File: src/rtl/imem_loader_pkg.sv
// rtl/imem_loader_pkg.sv - shared types and constants for the instruction memory loader
package imem_loader_pkg;

    typedef enum logic [1:0] {
        IDLE  = 2'd0,
        WRITE = 2'd1,
        RUN   = 2'd2,
        ERROR = 2'd3
    } loader_state_t;

    localparam int DEFAULT_LOAD_OFFSET = 4;
    localparam int BYTES_PER_WORD      = 4;

    // Little-endian byte lane select: lane 0 is the least significant byte.
    function automatic logic [7:0] word_byte(input logic [31:0] word, input logic [1:0] idx);
        logic [7:0] b;
        case (idx)
            2'd0:    b = word[7:0];
            2'd1:    b = word[15:8];
            2'd2:    b = word[23:16];
            default: b = word[31:24];
        endcase
        return b;
    endfunction

endpackage

File: src/rtl/imem_byte_serializer.sv
// rtl/imem_byte_serializer.sv - turns one latched 32-bit word into four consecutive byte writes
module imem_byte_serializer
    import imem_loader_pkg::*;
#(
    parameter int ADDR_W = 10
)(
    input  logic              clock,
    input  logic              reset,
    input  logic              i_start,
    input  logic [31:0]       i_word,
    input  logic [ADDR_W-1:0] i_base_addr,
    output logic              o_we,
    output logic [ADDR_W-1:0] o_addr,
    output logic [7:0]        o_wdata,
    output logic              o_done
);

    localparam logic [1:0] LAST_IDX = 2'(BYTES_PER_WORD - 1);

    logic       r_active;
    logic [1:0] r_idx;

    always_ff @(posedge clock) begin
        if (reset) begin
            r_active <= 1'b0;
            r_idx    <= 2'd0;
        end else if (i_start) begin
            r_active <= 1'b1;
            r_idx    <= 2'd0;
        end else if (r_active) begin
            if (r_idx == LAST_IDX) begin
                r_active <= 1'b0;
            end
            r_idx <= r_idx + 2'd1;
        end
    end

    // Word and base are held stable by the caller for the whole burst.
    assign o_we    = r_active;
    assign o_addr  = i_base_addr + ADDR_W'(r_idx);
    assign o_wdata = word_byte(i_word, r_idx);
    assign o_done  = r_active && (r_idx == LAST_IDX);

endmodule

File: src/rtl/imem_program_loader.sv
// rtl/imem_program_loader.sv - streams program words into byte-wide imem, then starts the core
// Optional running XOR of written words behind macro IMEM_LOADER_CHECKSUM_EN.
module imem_program_loader
    import imem_loader_pkg::*;
#(
    parameter int ADDR_W      = 10,
    parameter int LOAD_OFFSET = DEFAULT_LOAD_OFFSET,
    parameter int MAX_WORDS   = (2**ADDR_W - LOAD_OFFSET) / 4
)(
    input  logic              clock,
    input  logic              reset,
    input  logic              in_valid,
    output logic              in_ready,
    input  logic [31:0]       in_data,
    input  logic              in_last,
    output logic              imem_we,
    output logic [ADDR_W-1:0] imem_addr,
    output logic [7:0]        imem_wdata,
    output logic              core_start,
    output logic [ADDR_W-2:0] word_count,
    output logic              busy,
    output logic              error
`ifdef IMEM_LOADER_CHECKSUM_EN
    ,
    output logic [31:0]       checksum
`endif
);

    localparam logic [ADDR_W-2:0] MAX_WC = (ADDR_W-1)'(MAX_WORDS);

    loader_state_t     r_state;
    logic [31:0]       r_word;
    logic              r_last;
    logic [ADDR_W-1:0] r_base;
    logic [ADDR_W-2:0] r_word_count;
    logic              r_busy;
    logic              r_core_start;
    logic              r_error;

    logic              w_accept;
    logic              w_full;
    logic              w_start;
    logic              w_done;
    logic [ADDR_W-1:0] w_next_base;

    assign in_ready    = (r_state == IDLE) && !reset;
    assign w_accept    = in_valid && in_ready;
    assign w_full      = (r_word_count == MAX_WC);
    assign w_start     = w_accept && !w_full;
    assign w_next_base = ADDR_W'(LOAD_OFFSET + BYTES_PER_WORD * int'(r_word_count));

    always_ff @(posedge clock) begin
        if (reset) begin
            r_state      <= IDLE;
            r_word       <= '0;
            r_last       <= 1'b0;
            r_base       <= '0;
            r_word_count <= '0;
            r_busy       <= 1'b0;
            r_core_start <= 1'b0;
            r_error      <= 1'b0;
        end else begin
            case (r_state)
                IDLE: begin
                    if (w_accept) begin
                        // A full memory drops the word and its last flag.
                        if (w_full) begin
                            r_state <= ERROR;
                            r_error <= 1'b1;
                        end else begin
                            r_state <= WRITE;
                            r_busy  <= 1'b1;
                            r_word  <= in_data;
                            r_last  <= in_last;
                            r_base  <= w_next_base;
                        end
                    end
                end
                WRITE: begin
                    if (w_done) begin
                        r_word_count <= r_word_count + (ADDR_W-1)'(1);
                        r_busy       <= 1'b0;
                        if (r_last) begin
                            r_state      <= RUN;
                            r_core_start <= 1'b1;
                        end else begin
                            r_state <= IDLE;
                        end
                    end
                end
                RUN:   r_state <= RUN;
                ERROR: r_state <= ERROR;
                default: r_state <= IDLE;
            endcase
        end
    end

    imem_byte_serializer #(
        .ADDR_W(ADDR_W)
    ) u_serializer (
        .clock      (clock),
        .reset      (reset),
        .i_start    (w_start),
        .i_word     (r_word),
        .i_base_addr(r_base),
        .o_we       (imem_we),
        .o_addr     (imem_addr),
        .o_wdata    (imem_wdata),
        .o_done     (w_done)
    );

    assign core_start = r_core_start;
    assign word_count = r_word_count;
    assign busy       = r_busy;
    assign error      = r_error;

`ifdef IMEM_LOADER_CHECKSUM_EN
    logic [31:0] r_checksum;

    always_ff @(posedge clock) begin
        if (reset) begin
            r_checksum <= '0;
        end else if (w_done) begin
            r_checksum <= r_checksum ^ r_word;
        end
    end

    assign checksum = r_checksum;
`endif

endmodule

File: config.mk
export PLATFORM = sky130hd
export DESIGN_NAME = imem_program_loader
export DESIGN_NICKNAME = d
export VERILOG_FILES = /design/src/rtl/imem_loader_pkg.sv /design/src/rtl/imem_byte_serializer.sv /design/src/rtl/imem_program_loader.sv
export SDC_FILE = /design/constraint.sdc
export NUM_CORES = 1
export LEC_CHECK = 0
export ABC_AREA = 0
export CAP_MARGIN = 20
export CELL_PAD_IN_SITES_DETAIL_PLACEMENT = 0
export CELL_PAD_IN_SITES_GLOBAL_PLACEMENT = 1
export CORE_MARGIN = 1
export CORE_UTILIZATION = 25
export CTS_CLUSTER_SIZE = 12
export DETAILED_ROUTE_END_ITERATION = 16
export PLACE_DENSITY_LB_ADDON = 0.05
export RECOVER_POWER = 25
export SYNTH_ARGS = -nofsm -noshare
export SYNTH_HDL_FRONTEND = slang
export SYNTH_SLANG_ARGS = --single-unit
File: constraint.sdc
create_clock -name clock -period 2.65 [get_ports clock]
set_input_delay 0.3975 -clock clock [delete_from_list [all_inputs] [get_ports clock]]
set_output_delay 0.3975 -clock clock [all_outputs]
set_load 0.02 [all_outputs]
==> flow_summary.ini <==
[outcome]
status = finished clean

[floorplan]
fp.coreArea_sq_um = 10300
rows = 37
die_x_um = 105
io_pins = 68
die_area_sq_um = 11100
die_height_um = 105
start_util = 0.258

[detailed_routing]
drc = 0
routed_wl_mm = 7.48
firstDrtPassIters = 4
ant_nets = 0
num_vias = 2333
avgRoutedWirePerCell_um = 14.8
drt_iter0_drc = 89
routed_via_density = 4.62

[sta]
finalHoldViolCount = 0
fin_hold_ws_ns = 0.421
finalCriticalPeriod_ns = 2.36
fmax_mhz = 424
setup_slack_ns = 0.289
fin_skew_ns = 0.0127
fin_setup_tns_ns = 0
max_slew_margin = 0.609
setup_violations = 0
rsz0062_at_grt = no
period_share = 0.891
worst_pin_slew_ns = 0.587
drv_slew = 0

[global_route]
overflow = 0
grt_max_degree = 50
grt_pass1_wl_mm = 11.9
grt_pass1_vias = 2271
antenna_found_initial = 0
grt_usage = 0.140

[cts]
cts_buffer_depth = 2
cts_setup_buffers = 0
clk_pin_slew_ns = 0.07
cts_buffers = 9
cts-root-buf = clkbuf_8
cts.sinks = 58
holdBufCountCts = 0
tritoncts = built
clock_latency_ns = 0.34
cts_max_level = 3

[setup_path]
required_ns = 2.91
reg2reg_depth = 5
crit_arrival_ns = 2.63
rrSetupSlack_ns = 0.29
start_kind = flop
rr_startpoint = u_serializer.r_idx[1]
r2r_end = word_count[7]
end_kind = flop
path_max_fanout = 11
path_class = flop to flop

[synth]
synth_area_per_cell_sq_um = 8.77
synth_nets = 350
synth_edf_count = 0
synth_area_sq_um = 2670
synth_warnings = 0
synth.distinct_cells = 39
synth-seq-area-share = 0.435
async_reset_ff_frac = 0
synthFlopType = dfxtp_1
synth-seq-cells = 58
syn_inst = 304

[final_layout]
num-nets-final = 410
drive_above_1_share = 0.0921
diodes = 0
area_delta_synth_final_pct = 38.8

[power_and_ir_drop]
netSwitchingFraction = 0.318
p_int_mw = 1.93
seq_power_share = 0.388
power.density_nw_per_um2 = 763
switchingPower_mw = 0.898
combinationalPowerShare = 0.288
power_mw = 2.82
leakage_nw = 1.56
ir_drop_mv = 0.305
power_frac_clock = 0.324

[min_path]
hold_depth = 2
min_to = core_start
min-delay-path-class = primary input to flop
worstHoldStart = reset

[placement]
dp_hpwl_mm = 5.02
io_buffer_count = 67
place_ws_ns = 0.274
gp_congestion = 0.650

[flow_run]
drv_cap = 0
[registers in the layout, indices dropped and copies added (netlist names)]
signal	flops
r_base	8
word_count	9
u_serializer.o_we	1
r_last	1
u_serializer.r_idx	2
r_word	32
busy	1
r_state	2
core_start	1
error	1
[layout make-up]
class | instances | area, sq um
clock inverters | 5 | 77.6
inverters | 15 | 56.3
well taps | 136 | 170
fillers | 1082 | 6620
multi-input cells | 205 | 1340
flip-flops and latches | 58 | 1160
clock buffers | 11 | 141
repair buffers | 75 | 754
[layout by cell type (no fill, tap or decap), drive strengths merged, types with 2 or more instances in the layout]
| master | n |
|---|---|
| a211oi | 2 |
| a21oi | 9 |
| a221oi | 3 |
| a222oi | 8 |
| a22o | 2 |
| buf | 8 |
| bufinv | 2 |
| clkbuf | 12 |
| clkdlybuf4s50 | 42 |
| clkinv | 2 |
| dfxtp | 58 |
| dlygate4sd3 | 16 |
| dlymetal6s2s | 8 |
| ha | 10 |
| inv | 15 |
| mux2i | 9 |
| nand2 | 66 |
| nand2b | 3 |
| nand3 | 6 |
| nand3b | 33 |
| nand4 | 2 |
| nor2 | 6 |
| nor3 | 3 |
| o211ai | 3 |
| o21ai | 7 |
| o31ai | 11 |
| or3 | 2 |
| or4 | 6 |
| xnor2 | 3 |
| xor2 | 3 |
[worst max path at each step]
stage | from | to | cells after the start
floorplan | word_count[0] | r_word[30] | 9
detailed placement | u_serializer.r_idx[1] | imem_wdata[5] | 5
global route | u_serializer.r_idx[1] | word_count[7] | 5
CTS | u_serializer.r_idx[1] | imem_wdata[5] | 5
finish | u_serializer.r_idx[1] | word_count[7] | 5
global placement | u_serializer.r_idx[1] | imem_wdata[5] | 5
[power by group through the flow]
| stage | combinational (mW) | clock [mW] | sequential [mW] |
|---|---|---|---|
| 4_1_cts | 0.839 | 0.951 | 1.10 |
| 3_5_place_dp | 0.829 | 0 | 1.12 |
| 6_report | 0.812 | 0.915 | 1.10 |
| 5_1_grt | 0.899 | 0.983 | 1.12 |
| 3_3_place_gp | 0.835 | 0 | 1.12 |
| 2_1_floorplan | 0.497 | 0 | 1.11 |
[worst max-delay path, cell delays in order (launching register included)]
cell and delay [ns]:
dfxtp_1 0.40, ha_1 0.20, clkbuf_1 0.47, nand3_1 0.47, or4_4 0.61, a21oi_2 0.14
[what timing repair did]
action                                  4_1_cts  5_1_grt
gates resized for setup                       3        9
endpoints found under the setup margin        6        8
pin swaps                                     1        2
[synth_stat cells (4+ instances only)]
cell       n  share of area
mux2i_1    9          0.034
inv_1     15          0.021
clkbuf_1  11          0.015
o31ai_1   11          0.031
nand3_1    4         0.0075
nor2_1     6         0.0084
or4_1      5          0.014
buf_2     13          0.024
nand3b_1  33          0.093
o21ai_0    7          0.013
dfxtp_1   58           0.44
ha_1      10          0.047
a21oi_1    8          0.015
nand2_1   66          0.093
a222oi_1   8          0.030
[layer usage]
metal  vias to the layer above  global-route usage  part of all wire
met5                         -                   0                 0
met2                        56               0.206              0.44
met4                         0              0.0543            0.0096
met1                      1083               0.189              0.49
li1                       1188                   -                 -
met3                         6              0.0458             0.054
[stage by stage]
stage               instances  cell area (sq um)  utilization
floorplan                 304               2670            -
global placement          489               3460        0.335
detailed placement        489               3460        0.335
CTS                       505               3690        0.357
global route              505               3700        0.359
finish                    505               3700        0.359
[logic make-up (layout without fill, tap and decap cells)]
kind of cell	after synthesis	count (layout)	share of synthesized area
AND/OR/NAND/NOR	132	132	0.266
flip-flops	58	58	0.435
AO/OA/AOI/OAI	48	48	0.132
buffers and inverters	41	106	0.0666
adder cells (fa/ha/maj)	10	10	0.0469
multiplexers	9	9	0.0338
XOR/XNOR	6	6	0.0197
No activity file was read; power rests on OpenSTA's default activity.
